--- src/rtl/gpio_input_conditioner_pkg.sv ---
// gpio_input_conditioner_pkg
// Shared constants for the GPIO input conditioner: channel counts, the reset
// levels of the clean outputs, and the default debounce length.
// No ports (package).
package gpio_input_conditioner_pkg;

    localparam int   BTN_N                   = 3;
    localparam int   SW_N                    = 10;
    localparam logic BTN_RELEASED            = 1'b1;   // buttons are active-low
    localparam logic SW_RESET                = 1'b0;
    localparam int   DEBOUNCE_CYCLES_DEFAULT = 50000;  // 1 ms at 50 MHz

endpackage : gpio_input_conditioner_pkg

--- src/rtl/gpio_input_conditioner_if.sv ---
// gpio_input_conditioner_if
// Bundles the raw board inputs and the conditioned outputs that feed the GPIO
// block.
//   button_raw[3], switch_raw[10]      : asynchronous board inputs
//   button[3], switch[10]              : debounced levels (raw polarity kept)
//   button_press/release[3]            : 1-cycle clean 1->0 / 0->1 pulses
//   switch_changed[10]                 : 1-cycle pulse on any clean transition
// Modports: master = board/consumer side, slave = conditioner side.
interface gpio_input_conditioner_if;
    import gpio_input_conditioner_pkg::*;

    logic [BTN_N-1:0] button_raw;
    logic [SW_N-1:0]  switch_raw;
    logic [BTN_N-1:0] button;
    logic [SW_N-1:0]  switch;
    logic [BTN_N-1:0] button_press;
    logic [BTN_N-1:0] button_release;
    logic [SW_N-1:0]  switch_changed;

    modport master (
        output button_raw, switch_raw,
        input  button, switch, button_press, button_release, switch_changed
    );

    modport slave (
        input  button_raw, switch_raw,
        output button, switch, button_press, button_release, switch_changed
    );
endinterface : gpio_input_conditioner_if

--- src/rtl/gpio_input_conditioner_debounce_cell.sv ---
// debounce_cell
// One input channel: 2-flop synchronizer, stability counter and clean
// register, plus registered rise/fall pulses that coincide with the cycle the
// clean level updates.
// Ports:
//   clock, reset : system clock, synchronous active-high reset
//   raw          : asynchronous input
//   clean        : debounced level (RESET_VAL after reset)
//   rise, fall   : 1-cycle pulses on clean 0->1 / 1->0
module debounce_cell #(
    parameter logic RESET_VAL       = 1'b0,
    parameter int   DEBOUNCE_CYCLES = 50000,
    parameter int   CNT_W           = 16
) (
    input  logic clock,
    input  logic reset,
    input  logic raw,
    output logic clean,
    output logic rise,
    output logic fall
);
    localparam logic [CNT_W-1:0] CNT_LAST = CNT_W'(DEBOUNCE_CYCLES - 1);

    logic             sync1_q, sync1_d;
    logic             sync2_q, sync2_d;
    logic             clean_q, clean_d;
    logic             rise_q, rise_d;
    logic             fall_q, fall_d;
    logic [CNT_W-1:0] cnt_q, cnt_d;

    // Next-state: synchronizer shift, stability count, clean update and pulses.
    always_comb begin
        sync1_d = raw;
        sync2_d = sync1_q;
        clean_d = clean_q;
        cnt_d   = {CNT_W{1'b0}};
        rise_d  = 1'b0;
        fall_d  = 1'b0;
        if (sync2_q != clean_q) begin
            if (cnt_q == CNT_LAST) begin
                clean_d = sync2_q;
                cnt_d   = {CNT_W{1'b0}};
                rise_d  = sync2_q;
                fall_d  = ~sync2_q;
            end else begin
                cnt_d = cnt_q + {{(CNT_W-1){1'b0}}, 1'b1};
            end
        end else begin
            // Any agreement restarts the stability window.
            cnt_d = {CNT_W{1'b0}};
        end
    end

    // State registers; synchronizers reload the clean reset level so no
    // spurious transition is seen right after reset.
    always_ff @(posedge clock) begin
        if (reset) begin
            sync1_q <= RESET_VAL;
            sync2_q <= RESET_VAL;
            clean_q <= RESET_VAL;
            cnt_q   <= {CNT_W{1'b0}};
            rise_q  <= 1'b0;
            fall_q  <= 1'b0;
        end else begin
            sync1_q <= sync1_d;
            sync2_q <= sync2_d;
            clean_q <= clean_d;
            cnt_q   <= cnt_d;
            rise_q  <= rise_d;
            fall_q  <= fall_d;
        end
    end

    assign clean = clean_q;
    assign rise  = rise_q;
    assign fall  = fall_q;
endmodule : debounce_cell

--- src/rtl/gpio_input_conditioner.sv ---
// gpio_input_conditioner
// Synchronizes and debounces 3 active-low buttons and 10 slide switches and
// produces clean levels plus press/release/change pulses.
// Ports:
//   clock, reset : system clock, synchronous active-high reset
//   gpio         : gpio_input_conditioner_if.slave (raw in, clean/pulses out)
// Optional feature macro: BUTTON_AUTOREPEAT_EN -- when defined, a held button
// re-pulses button_press REPEAT_DELAY cycles after the press, then every
// REPEAT_PERIOD cycles until released.
module gpio_input_conditioner
    import gpio_input_conditioner_pkg::*;
#(
    parameter int DEBOUNCE_CYCLES = DEBOUNCE_CYCLES_DEFAULT,
    parameter int CNT_W           = 16,
    parameter int REPEAT_DELAY    = 25000000,
    parameter int REPEAT_PERIOD   = 5000000
) (
    input  logic                     clock,
    input  logic                     reset,
    gpio_input_conditioner_if.slave  gpio
);
    logic [BTN_N-1:0] btn_clean_s, btn_rise_s, btn_fall_s;
    logic [SW_N-1:0]  sw_clean_s, sw_rise_s, sw_fall_s;

    for (genvar i = 0; i < BTN_N; i++) begin : g_btn
        debounce_cell #(
            .RESET_VAL       (BTN_RELEASED),
            .DEBOUNCE_CYCLES (DEBOUNCE_CYCLES),
            .CNT_W           (CNT_W)
        ) u_cell (
            .clock (clock),
            .reset (reset),
            .raw   (gpio.button_raw[i]),
            .clean (btn_clean_s[i]),
            .rise  (btn_rise_s[i]),
            .fall  (btn_fall_s[i])
        );
    end

    for (genvar i = 0; i < SW_N; i++) begin : g_sw
        debounce_cell #(
            .RESET_VAL       (SW_RESET),
            .DEBOUNCE_CYCLES (DEBOUNCE_CYCLES),
            .CNT_W           (CNT_W)
        ) u_cell (
            .clock (clock),
            .reset (reset),
            .raw   (gpio.switch_raw[i]),
            .clean (sw_clean_s[i]),
            .rise  (sw_rise_s[i]),
            .fall  (sw_fall_s[i])
        );
    end

`ifdef BUTTON_AUTOREPEAT_EN
    // Sized from the repeat timing itself so long hold times are not bounded
    // by the debounce counter width.
    localparam int RPT_W = $clog2(REPEAT_DELAY + REPEAT_PERIOD) + 1;
    localparam logic [RPT_W-1:0] RPT_FIRST  = RPT_W'(REPEAT_DELAY - 1);
    localparam logic [RPT_W-1:0] RPT_NEXT   = RPT_W'(REPEAT_DELAY + REPEAT_PERIOD - 1);
    localparam logic [RPT_W-1:0] RPT_RELOAD = RPT_W'(REPEAT_DELAY);

    logic [RPT_W-1:0] rpt_cnt_q [BTN_N];
    logic [RPT_W-1:0] rpt_cnt_d [BTN_N];
    logic [BTN_N-1:0] rpt_pulse_q, rpt_pulse_d;

    // Repeat counters: count cycles since the clean press; after the first
    // repeat the counter loops between RPT_RELOAD and RPT_NEXT.
    always_comb begin
        for (int i = 0; i < BTN_N; i++) begin
            rpt_cnt_d[i]   = {RPT_W{1'b0}};
            rpt_pulse_d[i] = 1'b0;
            if (btn_clean_s[i] == 1'b0) begin
                if (rpt_cnt_q[i] == RPT_NEXT) begin
                    rpt_cnt_d[i]   = RPT_RELOAD;
                    rpt_pulse_d[i] = 1'b1;
                end else begin
                    rpt_cnt_d[i]   = rpt_cnt_q[i] + {{(RPT_W-1){1'b0}}, 1'b1};
                    rpt_pulse_d[i] = (rpt_cnt_q[i] == RPT_FIRST);
                end
            end else begin
                rpt_cnt_d[i]   = {RPT_W{1'b0}};
                rpt_pulse_d[i] = 1'b0;
            end
        end
    end

    // Repeat counter and pulse registers.
    always_ff @(posedge clock) begin
        if (reset) begin
            for (int i = 0; i < BTN_N; i++) begin
                rpt_cnt_q[i] <= {RPT_W{1'b0}};
            end
            rpt_pulse_q <= {BTN_N{1'b0}};
        end else begin
            for (int i = 0; i < BTN_N; i++) begin
                rpt_cnt_q[i] <= rpt_cnt_d[i];
            end
            rpt_pulse_q <= rpt_pulse_d;
        end
    end

    assign gpio.button_press = btn_fall_s | rpt_pulse_q;
`else
    assign gpio.button_press = btn_fall_s;
`endif

    assign gpio.button         = btn_clean_s;
    assign gpio.switch         = sw_clean_s;
    assign gpio.button_release = btn_rise_s;
    assign gpio.switch_changed = sw_rise_s | sw_fall_s;
endmodule : gpio_input_conditioner
--- src/flat_wrapper.sv ---
// flat-port wrapper written by rule: the top's interface ports become plain ports
module gpio_input_conditioner_flat import gpio_input_conditioner_pkg::*;
#(
    parameter int DEBOUNCE_CYCLES = DEBOUNCE_CYCLES_DEFAULT,
    parameter int CNT_W           = 16,
    parameter int REPEAT_DELAY    = 25000000,
    parameter int REPEAT_PERIOD   = 5000000
)
  (clock, reset, gpio_button_raw, gpio_switch_raw, gpio_button, gpio_switch, gpio_button_press, gpio_button_release, gpio_switch_changed);
  gpio_input_conditioner_if gpio_i ();
  input  logic clock;
  input  logic reset;
  input wire logic [$bits(gpio_i.button_raw)-1:0] gpio_button_raw;
  input wire logic [$bits(gpio_i.switch_raw)-1:0] gpio_switch_raw;
  output wire logic [$bits(gpio_i.button)-1:0] gpio_button;
  output wire logic [$bits(gpio_i.switch)-1:0] gpio_switch;
  output wire logic [$bits(gpio_i.button_press)-1:0] gpio_button_press;
  output wire logic [$bits(gpio_i.button_release)-1:0] gpio_button_release;
  output wire logic [$bits(gpio_i.switch_changed)-1:0] gpio_switch_changed;
  assign gpio_i.button_raw = gpio_button_raw;
  assign gpio_i.switch_raw = gpio_switch_raw;
  assign gpio_button = gpio_i.button;
  assign gpio_switch = gpio_i.switch;
  assign gpio_button_press = gpio_i.button_press;
  assign gpio_button_release = gpio_i.button_release;
  assign gpio_switch_changed = gpio_i.switch_changed;
  gpio_input_conditioner #(.DEBOUNCE_CYCLES(DEBOUNCE_CYCLES), .CNT_W(CNT_W), .REPEAT_DELAY(REPEAT_DELAY), .REPEAT_PERIOD(REPEAT_PERIOD)) u_core (.clock(clock), .reset(reset), .gpio(gpio_i));
endmodule
--- config.mk ---
export PLATFORM = sky130hd
export DESIGN_NAME = gpio_input_conditioner_flat
export DESIGN_NICKNAME = d
export VERILOG_FILES = /design/src/rtl/gpio_input_conditioner_pkg.sv /design/src/rtl/gpio_input_conditioner_if.sv /design/src/rtl/gpio_input_conditioner_debounce_cell.sv /design/src/rtl/gpio_input_conditioner.sv /design/src/flat_wrapper.sv
export SDC_FILE = /design/constraint.sdc
export NUM_CORES = 1
export LEC_CHECK = 0
export CAP_MARGIN = 20
export CORE_ASPECT_RATIO = 1.75
export CORE_MARGIN = 2
export CORE_UTILIZATION = 39
export DETAILED_ROUTE_END_ITERATION = 8
export GPL_ROUTABILITY_DRIVEN = 1
export GPL_TIMING_DRIVEN = 0
export HOLD_SLACK_MARGIN = 0.06
export PLACE_DENSITY = 0.54
export SLEW_MARGIN = 10
export SYNTH_ARGS = -nofsm -noshare
export SYNTH_HDL_FRONTEND = slang
export SYNTH_SLANG_ARGS = --single-unit
--- constraint.sdc ---
create_clock -name clock -period 2.3 [get_ports clock]
set_clock_uncertainty 0.05 [all_clocks]
set_input_delay 0.46 -clock clock [delete_from_list [all_inputs] [get_ports clock]]
set_output_delay 0.46 -clock clock [all_outputs]
set_load 0.02 [all_outputs]
==> flow_summary.toml <==
[run_status]
status = "completed"

[timing]
setup_tns_ps = 0
finalCriticalPeriod_ps = 2204
finalCritPeriodShare_pct = 95.84
rsz0062_at_grt = "false"
fin_ws_ps = 95.62
hold_viol = 0
fmax_ghz = 0.4536
drv_slew = 0
worst_pin_slew_ps = 842.0
hold_ws_ps = 369.1
finalSetupViolations = 0
timing.slew.headroom_pct = 43.86

[place]
gp_congestion = 0.7904
hpwl_um = 16160
dpl_cell_area_um2 = 12300
numPortBuffers = 42
post-place-ws_ps = -609.1
dp_cells = 1674

[detailed_routing]
post-route-drc-count = 0
ant_nets = 0
dr.pass1.iters = 4
drtIter0Drc = 179
num_vias = 8449
routed_wl_um = 23230
via_per_inst = 4.904
wl_per_cell_um = 13.48

[logic_synthesis]
synthFlopType = "dfxtp_1"
syn-num-nets = 1282
synthMuxAreaShare_pct = 0.8778
yosysTopAreaCellShare_pct = 47.93
synth_cell_types = 47
synthSimpleGateAreaFrac_pct = 30.27
synth_cells = 1254
ys_warn_count = 0
synth_area_leaders = "dfxtp_1 (48%), xnor2_1 (13%), nor2_1 (8.1%)"
synthXorXnorAreaFrac_pct = 14.52
ys_seq_area_share_pct = 47.93
synth_fa_ha_area_share_pct = 1.426
synth_top_area_cell = "dfxtp_1"
synth-compound-area-share_pct = 0.9765
synth_common_cells = "dfxtp_1 (273), nor2_1 (247), xnor2_1 (164), nand3_1 (71), nor3_1 (60)"
netlist_area_um2 = 11400
syn_avg_cell_area_um2 = 9.094
synthArstFlopShare_pct = 0
synth_top_family_by_area = "simple AND/OR/NAND/NOR gates"
synth.most_common_cell = "dfxtp_1"
synth_edf_count = 0
ys_ff_latch = 273

[clock_tree]
clock_latency_ps = 530
cts_tree = "built"
cts_made_buffers = 27
cts_root_buf = "clkbuf_16"
htree_levels = 1
cts_buffer_depth = 3
cts.reportedPaths.clkPinSlew_ps = 70
clock-sinks = 273

[worst_setup_path]
crit_fanout = 1
critical_path_class = "reg2out"
crit_buf_inv = 1
cp.required_ps = 1790
cpPeakStageDelay_ps = 550
cp_slowest_cell = "clkdlybuf4s50_1"
start_kind = "flop"
cp_top_family = "buffers and inverters"
worstPathCellList = "or2_2, clkdlybuf4s50_1"
end_kind = "output port"
reg2reg_slack_ps = 190
cp_data_arrival_time_ps = 1690

[grt]
grt_max_degree = 16
grt_first_pass_wirelength_um = 39340
overflow = 0
grt_pass1_vias = 8473
antenna_found_initial = 0
grt.total_usage_pct = 15.28

[die]
core_um2 = 28730
rows = 82
die_area_um2 = 30680
io_pins = 44
die_w_um = 133.3
initial_core_util_pct = 39.70
die_h_um = 230.2

[power]
irDropWorstVdd_v = 0.0006523
powerDensity_nw_per_um2 = 722.0
finalPower_mw = 9.577
power.leakage_nw = 4.062

[cells_and_area]
drive_gt1_share_pct = 8.773
final_util_pct = 46.17
syn2layout_area_growth_pct = 16.32
fin_cells = 1723
diodes = 0
n_fill_cell = 2850
nets = 1353
stdcell_area_um2 = 13260

[job]
drv_cap = 0

[hold_path]
min_path_type = "reg2reg"
cells in the final DEF (no fill, tap or decap), types with 17 or more instances in the layout:
master and instances:
nor4_1 57, buf_4 19, and3_1 17, nand3_1 70
xnor2_1 164, inv_1 43, or2_2 18, clkbuf_16 27
xor2_1 25, nor3_1 60, nor2b_1 22, clkdlybuf4s50_1 42
dfxtp_1 273, nor2_1 247, nand4_1 48, nand2_1 46
logic make-up after synthesis:
family / count (synthesis)
flip-flops: 273
AO/OA/AOI/OAI: 17
adder cells (fa/ha/maj): 13
XOR/XNOR: 189
buffers and inverters: 89
multiplexers: 10
AND/OR/NAND/NOR: 663
routing by layer:
metal / up-vias / track usage (%) / routed length, um / part of all wire [%]
met5: - / 0 / 0 / 0
met4: 0 / 5.219 / 539 / 2.3
met3: 33 / 2.293 / 710 / 3.1
met2: 92 / 29.40 / 12290 / 53
met1: 3936 / 16.77 / 9693 / 42
li1: 4388 / - / - / -
registers in the layout, indices dropped and copies added (netlist names):
register                     flops
u_core.g_sw.u_cell.cnt_q       160
u_core.g_btn.u_cell.cnt_q       48
u_core.g_sw.u_cell.clean        10
u_core.g_sw.u_cell.fall         10
u_core.g_sw.u_cell.rise         10
u_core.g_sw.u_cell.sync1_q      10
u_core.g_sw.u_cell.sync2_q      10
u_core.g_btn.u_cell.clean        3
u_core.g_btn.u_cell.fall         3
u_core.g_btn.u_cell.rise         3
u_core.g_btn.u_cell.sync1_q      3
u_core.g_btn.u_cell.sync2_q      3
layout make-up:
cell class	count	area, um^2	share of cell area [%]
Timing Repair Buffer	42	420.4	3.170
Buffer	46	300.3	2.264
Sequential cell	273	5465	41.20
Tap cell	378	473.0	3.566
Clock buffer	29	693.2	5.226
Clock inverter	20	249.0	1.877
Multi-Input combinational cell	892	5502	41.48
Inverter	43	161.4	1.217
timing repair:
action | CTS | global route
setup endpoints to repair | 12 | 46
hold buffers | 0 | 0
buffers inserted | 0 | 0
resized for setup | 2 | 7
worst register-to-register path, stage by stage, from the launching register on:
cell and delay, ps:
dfxtp_1 370, ha_1 200, nand3_1 250, or4_1 620
buf_2 190, nand2_4 110, buf_6 150, nor2_1 60
power by group:
part / leakage, nW / switching, mW / internal (mW)
Clock: 0.452 / 1.90 / 2.76
Sequential: 2.20 / 0.0185 / 4.75
Combinational: 1.41 / 0.0894 / 0.0571
Total: 4.06 / 2.01 / 7.57
final timing paths:
kind / startpoint / endpoint / cells after the start
setup reg to reg: u_core.g_sw[4].u_cell.cnt_q[0] / u_core.g_sw[4].u_cell.cnt_q[7] / 7
setup / recovery: u_core.g_sw[7].u_cell.fall / gpio_switch_changed[7] / 2
hold reg to reg: u_core.g_btn[1].u_cell.sync1_q / u_core.g_btn[1].u_cell.sync2_q / 1
hold / removal: u_core.g_btn[1].u_cell.sync1_q / u_core.g_btn[1].u_cell.sync2_q / 1
No activity file was read; power rests on OpenSTA's default activity.
